### src/rtl/min3_stream_ctrl_pkg.sv
// rtl/min3_stream_ctrl_pkg.sv - shared constants and state type for the sliding-minimum stream filter
package min3_stream_ctrl_pkg;

  localparam int DW_DEFAULT = 13;

  typedef enum logic [1:0] {
    ST_EMPTY = 2'd0,
    ST_RUN   = 2'd1,
    ST_FLUSH = 2'd2
  } state_t;

endpackage

### src/rtl/min3_stream_ctrl_min.sv
// rtl/min3_stream_ctrl_min.sv - three-input unsigned minimum, purely combinational
module min3_stream_ctrl_min
  import min3_stream_ctrl_pkg::*;
#(
  parameter int DW = DW_DEFAULT
) (
  input  logic [DW-1:0] a,
  input  logic [DW-1:0] b,
  input  logic [DW-1:0] c,
  output logic [DW-1:0] y
);

  logic [DW-1:0] ab;

  assign ab = (a < b) ? a : b;
  assign y  = (ab < c) ? ab : c;

endmodule

### src/rtl/min3_stream_ctrl.sv
// rtl/min3_stream_ctrl.sv - 3-tap sliding-minimum filter over a framed valid/ready sample stream
module min3_stream_ctrl
  import min3_stream_ctrl_pkg::*;
#(
  parameter int DW = DW_DEFAULT
) (
  input  logic          clk,
  input  logic          rst_n,
  input  logic          clr,
  input  logic          s_valid,
  output logic          s_ready,
  input  logic [DW-1:0] s_data,
  input  logic          s_last,
  output logic          m_valid,
  input  logic          m_ready,
  output logic [DW-1:0] m_data,
  output logic          m_last,
  output logic          busy
);

  state_t        state, state_nxt;
  logic [DW-1:0] w_prev, w_cur;
  logic [DW-1:0] min_c, min_out;
  logic          out_free, accept, load_out, load_last;

  assign out_free = !m_valid || m_ready;
  // clr wins over any handshake in the same cycle, so the sample is not taken
  assign accept   = s_valid && s_ready && !clr;
  assign busy     = (state != ST_EMPTY) || m_valid;

  // In FLUSH the missing right neighbour is replaced by the current sample
  min3_stream_ctrl_min #(.DW(DW)) u_min (
    .a (w_prev),
    .b (w_cur),
    .c (min_c),
    .y (min_out)
  );

  // State register
  always_ff @(posedge clk or negedge rst_n) begin
    if (!rst_n) begin
      state <= ST_EMPTY;
    end else begin
      state <= state_nxt;
    end
  end

  // Next state, input ready and output-load decisions
  always_comb begin
    state_nxt = state;
    s_ready   = 1'b0;
    load_out  = 1'b0;
    load_last = 1'b0;
    min_c     = s_data;
    case (state)
      ST_EMPTY: begin
        s_ready = 1'b1;
        if (s_valid) begin
          state_nxt = s_last ? ST_FLUSH : ST_RUN;
        end
      end
      ST_RUN: begin
        s_ready = out_free;
        if (s_valid && out_free) begin
          load_out = 1'b1;
          if (s_last) begin
            state_nxt = ST_FLUSH;
          end
        end
      end
      ST_FLUSH: begin
        min_c = w_cur;
        if (out_free) begin
          load_out  = 1'b1;
          load_last = 1'b1;
          state_nxt = ST_EMPTY;
        end
      end
      default: state_nxt = ST_EMPTY;
    endcase
    if (clr) begin
      state_nxt = ST_EMPTY;
      load_out  = 1'b0;
      load_last = 1'b0;
    end
  end

  // Two-sample history window; the first sample of a frame fills both taps
  always_ff @(posedge clk or negedge rst_n) begin
    if (!rst_n) begin
      w_prev <= '0;
      w_cur  <= '0;
    end else if (clr) begin
      w_prev <= '0;
      w_cur  <= '0;
    end else if (accept) begin
      w_prev <= (state == ST_EMPTY) ? s_data : w_cur;
      w_cur  <= s_data;
    end
  end

  // Output register; a new result may replace one being taken in the same cycle
  always_ff @(posedge clk or negedge rst_n) begin
    if (!rst_n) begin
      m_valid <= 1'b0;
      m_data  <= '0;
      m_last  <= 1'b0;
    end else if (clr) begin
      m_valid <= 1'b0;
      m_last  <= 1'b0;
    end else if (load_out) begin
      m_valid <= 1'b1;
      m_data  <= min_out;
      m_last  <= load_last;
    end else if (m_ready) begin
      m_valid <= 1'b0;
      m_last  <= 1'b0;
    end
  end

endmodule

### config.mk
export PLATFORM = sky130hd
export DESIGN_NAME = min3_stream_ctrl
export DESIGN_NICKNAME = d
export VERILOG_FILES = /design/src/rtl/min3_stream_ctrl_pkg.sv /design/src/rtl/min3_stream_ctrl_min.sv /design/src/rtl/min3_stream_ctrl.sv
export SDC_FILE = /design/constraint.sdc
export NUM_CORES = 1
export LEC_CHECK = 0
export BUFFER_PORTS_ARGS = -buffer_cell sky130_fd_sc_hd__buf_2
export CORE_ASPECT_RATIO = 2
export CORE_MARGIN = 3
export CORE_UTILIZATION = 59
export CTS_CLUSTER_DIAMETER = 30
export DETAILED_ROUTE_END_ITERATION = 8
export GPL_ROUTABILITY_DRIVEN = 0
export HOLD_SLACK_MARGIN = 0.15
export MAX_ROUTING_LAYER = met4
export PLACE_DENSITY = 0.8
export SETUP_SLACK_MARGIN = 0.05
export SYNTH_ARGS = -nofsm -noshare
export SYNTH_HDL_FRONTEND = slang
export SYNTH_SLANG_ARGS = --single-unit
### constraint.sdc
create_clock -name clk -period 4.5 [get_ports clk]
set_input_delay 0.225 -clock clk [delete_from_list [all_inputs] [get_ports clk]]
set_output_delay 0.225 -clock clk [all_outputs]
set_load 0.01 [all_outputs]
Word-level counts from Yosys, hierarchy flattened
Cells that the tools add are included.
{"block": "totals", "register_bits": 43, "input_bits": 19, "out_inout_bits": 17}
{"block": "classes", "muxes": 26, "magnitude_cmp": 2, "bitwise": 1, "eq_ne": 6, "reduce_logical": 13}
{"cell": "13-bit 2-to-1 mux", "n": 8}
{"cell": "13-bit < comparator", "n": 2}
{"cell": "2-bit 2-to-1 mux", "n": 6}
{"cell": "3-bit inequality test, second input constant", "n": 4}
{"cell": "1-bit 2-to-1 mux", "n": 9}
{"cell": "2-bit one-hot mux with 3 select lines", "n": 1}
{"cell": "1-bit one-hot mux with 2 select lines", "n": 2}
{"cell": "4-bit AND reduction", "n": 1}
{"cell": "2-bit nonzero test", "n": 2}
{"cell": "1-bit logical AND", "n": 3}
{"cell": "3-bit nonzero test", "n": 1}
{"cell": "2-bit by 1-bit == test with 1-bit output, second input constant", "n": 1}
{"cell": "2-bit == test, second input constant", "n": 1}
{"cell": "1-bit zero test", "n": 2}
{"cell": "2-bit zero test", "n": 1}
{"cell": "1-bit logical OR", "n": 2}
{"cell": "2-bit AND reduction", "n": 1}
{"cell": "1-bit inverter", "n": 1}

Logic depth before layout (Yosys ltp)
{"block": "depth", "ltp_word": 8, "mapped_depth": 15, "mapped_depth_nobuf": 13}

By module
Synthesis repeated with hierarchy kept, for this count alone.
{"block": "hier_totals", "hier_cells": 311, "area_unflattened_um2": 3245.6}
{"mod": "min3_stream_ctrl", "area_per_inst_um2": 2259.7, "seq_area_each_um2": 1076.0, "instances": 1, "cells_per_inst": 194}
{"mod": "min3_stream_ctrl_min", "area_per_inst_um2": 985.9, "seq_area_each_um2": 0.0, "instances": 1, "cells_per_inst": 117}

Least setup slack after synthesis
OpenSTA, ideal clock, no wires.
{"block": "synth_path", "kind": "flip-flop to flip-flop", "from": "register w_cur[2]", "to": "register m_data[10]", "stages_incl_launch_ff": 16, "arrival_time_ns": 3.289, "slack_ns": 1.083, "cell_sequence": "dfrtp_1 -> inv_1 -> ha_1 -> a211oi_2 -> o221ai_2 -> a311oi_2 -> buf_6 -> o22ai_2 -> ha_1 -> a21oi_1 -> o211ai_1 -> a2111oi_4 -> clkbuf_1 -> nor3_1 -> o21ai_1 -> nand3_1"}
{"block": "synth_between", "elab_chain_len": 4}
{"element": "start, declared", "line_no": "min3_stream_ctrl.sv:22", "source": "logic [DW-1:0] w_prev, w_cur;"}
{"element": "start signal, assigned", "line_no": "min3_stream_ctrl.sv:98", "source": "w_cur <= s_data;"}
{"element": "13-bit < comparator", "line_no": "min3_stream_ctrl_min.sv:15", "source": "assign ab = (a < b) ? a : b;"}
{"element": "13-bit 2-to-1 mux", "line_no": "min3_stream_ctrl_min.sv:15"}
{"element": "13-bit < comparator", "line_no": "min3_stream_ctrl_min.sv:16", "source": "assign y = (ab < c) ? ab : c;"}
{"element": "13-bit 2-to-1 mux (*)", "line_no": "min3_stream_ctrl_min.sv:16"}
{"element": "end signal, assigned", "line_no": "min3_stream_ctrl.sv:113", "source": "m_data <= min_out;"}
{"element": "end, declared", "line_no": "min3_stream_ctrl.sv:16", "source": "output logic [DW-1:0] m_data,"}
Mark *: on every way between the ends. The rest lies on a longest branch, timed or not.
A chain may end at the register's enable or synchronous reset.

Worst setup path after layout
{"block": "layout_path", "from": "register w_cur[2]", "to": "register m_data[2]"}
Same word-level chain as after synthesis.

==> impl_metrics.env <==
export IMPL_outcome="finished, final reports clean"
export IMPL_nets=443
export IMPL_wl_per_cell_um=18.5
export IMPL_ys_warn_count=0
export IMPL_period_share_pct=91.6
export IMPL_num_rows=37
export IMPL_reg2reg_depth=14
export IMPL_yosysTopAreaCell="dfrtp_1"
export IMPL_cp_arrival_ns=4.37
export IMPL_tns_ns=0
export IMPL_antenna_found_initial=0
export IMPL_ctsRootBufferMaster="clkbuf_8"
export IMPL_clkLatencyLatePin_ns=0.31
export IMPL_slew_violations=0
export IMPL_p_leak_nw=1.57
export IMPL_chipHeight_um=112
export IMPL_core_area_mm2=0.00528
export IMPL_drt_pass1_iterations=4
export IMPL_end_kind="register"
export IMPL_rsz0062_at_grt="false"
export IMPL_synth_top_cell_area_share_pct=32.7
export IMPL_ir_drop_mv=0.298
export IMPL_max_freq_mhz=243
export IMPL_min_path_type="in2reg"
export IMPL_crit_required_ns=4.74
export IMPL_num_antenna_cells=0
export IMPL_drive_gt1_share_pct=17.3
export IMPL_num_io_pins=36
export IMPL_yosys_most_used_dff="dfrtp_1"
export IMPL_grt_overflow_total=0
export IMPL_ys_ff_latch=43
export IMPL_wirelength_mm=8.44
export IMPL_synth_edf_count=0
export IMPL_hold_path_endpoint="w_cur[3]"
export IMPL_cts_buffer_depth=2
export IMPL_grt_pass1_vias=3026
export IMPL_fin_skew_ns=0.00644
export IMPL_cts_setup_buffers=0
export IMPL_hold_depth=3
export IMPL_finalHoldViolations=0
export IMPL_post_route_drc_count=0
export IMPL_synthTopCellsByArea="dfrtp_1 (33%), ha_1 (10%), mux2i_1 (7.6%)"
export IMPL_startpoint_type="register"
export IMPL_cts_buffers=5
export IMPL_syn_inst=375
export IMPL_setup_viol=0
export IMPL_area_growth_synth_to_final_pct=7.42
export IMPL_path_class="reg2reg"
export IMPL_portBuffers=35
export IMPL_htree_levels=2
export IMPL_design_area_mm2=0.00353
export IMPL_multi_input_area_mm2=0.00200
export IMPL_via_per_inst=6.57
export IMPL_vias=2998
export IMPL_initial_core_util_pct=62.3
export IMPL_final_util_pct=66.9
export IMPL_async_reset_ff_share_pct=100
export IMPL_slew_headroom_pct=29.7
export IMPL_die_x_um=58.8
export IMPL_grtUsageTotal_pct=28.0
export IMPL_r2r_end="m_data[2]"
export IMPL_maxCapViolCount=0
export IMPL_r2r_start="w_cur[2]"
export IMPL_fillers=466
export IMPL_cts_tree="built"
export IMPL_p_per_area_mw_per_mm2=444
export IMPL_path_clk_slew_ns=0.08
export IMPL_hold_worst_slack_ns=0.167
export IMPL_yosys_cell_types_count=43
export IMPL_first_iter_violations=135
export IMPL_seq_area_mm2=0.00108
export IMPL_seq_area_frac_synth_pct=32.7
export IMPL_worstMarginPinSlew_ns=1.05
export IMPL_hpwlAfterDp_mm=6.25
export IMPL_hp_start="s_data[3]"
export IMPL_cts_sinks=43
export IMPL_final_min_clock_period_ns=4.12
export IMPL_reg2reg_setup_slack_ns=0.38
export IMPL_synth_nets=421
export IMPL_die_area_mm2=0.00656
export IMPL_final_common_cell="nand2_1"
export IMPL_grt_max_degree=44
export IMPL_grt_pass1_wl_mm=14.0
export IMPL_final_cell_mix="nand2_1 (45), dfrtp_1 (43), buf_2 (35), ha_1 (27), mux2i_1 (25)"
export IMPL_syn_avg_cell_area_um2=8.77
export IMPL_ant_nets=0
export IMPL_cp_max_fo=12
export IMPL_placedInstanceArea_mm2=0.00343
export IMPL_synth_area_mm2=0.00329
synth_stat cells (all sizes together) (13+ instances only):
library cell,count
nand2,45
dfrtp,43
o21ai,33
ha,27
mux2i,25
a21oi,23
nor2,19
a211oi,18
inv,18
nand4,18
o22ai,16
buf,15
nand3,15
nor3,13
where the power goes:
part	internal (mW)	total (mW)	leakage [nW]	switching, mW
Combinational	0.310	0.821	0.958	0.512
Sequential	0.449	0.502	0.574	0.0528
Clock	0.109	0.245	0.0422	0.136
worst max-delay path by stage:
stage	startpoint	endpoint	slack [ns]	cells past startpoint
5_1_grt	w_cur[10]	m_data[11]	0.1	14
3_5_place_dp	w_cur[8]	m_data[2]	0.45	14
2_1_floorplan	w_cur[2]	m_data[10]	1.08	15
4_1_cts	w_cur[8]	m_data[2]	0.42	14
6_report	w_cur[2]	m_data[2]	0.38	14
3_3_place_gp	w_cur[8]	m_data[1]	0.55	14
state kept, by name, indices dropped and copies added, names as in the netlist:
name	cells
m_data	13
m_last	1
m_valid	1
state	2
w_cur	13
w_prev	13
metrics by stage:
stage	setup slack (ns)	total power [mW]	cells
final	0.377	1.57	456
after global routing	0.0950	1.68	456
after CTS	0.423	1.57	456
after detailed placement	0.451	1.32	447
after global placement	0.547	1.29	447
after floorplan	1.08	1.12	375
cell type report:
cell class / count / share of cell area (%)
clock inverter: 1 / 0.142
tap: 58 / 2.05
clock buffer: 7 / 2.16
multi-input combinational: 287 / 56.7
sequential: 43 / 30.5
timing repair buffer: 42 / 6.52
inverter: 18 / 1.91
critical path: stages, from the launching register on:
cell       delay (ns)
dfrtp_1          0.42
inv_1            0.06
ha_1             0.33
a211oi_2         0.30
o221ai_2         0.15
a311oi_2         0.28
buf_4            0.26
o22ai_2          0.13
ha_1             0.37
a21oi_1          0.23
a31oi_1          0.21
a2111oi_4        0.51
and2_1           0.50
a22oi_1          0.14
nand3_1          0.14
cell families after synthesis:
family / Yosys count / synth area share [%]
muxes: 26 / 7.95
AOI/OAI and AO/OA: 114 / 25.0
and+or+nand+nor: 120 / 17.4
buffers and inverters: 45 / 6.62
adders and majority gates: 27 / 10.3
DFF: 43 / 32.7
what timing repair did:
action / CTS / global route
resized for setup: 0 / 1
endpoints found under the setup margin: 0 / 1
endpoints found under the hold margin: 43 / 0
hold buffers: 1 / 0
layer usage:
layer / vias up / track usage, % / share of wire, %
li1: 1432 / - / -
met1: 1448 / 30.4 / 37
met2: 90 / 47.4 / 54
met3: 28 / 4.06 / 4.1
met4: 0 / 14.5 / 4.3
met5: - / - / 0
Power figures use the tool's default switching activity.
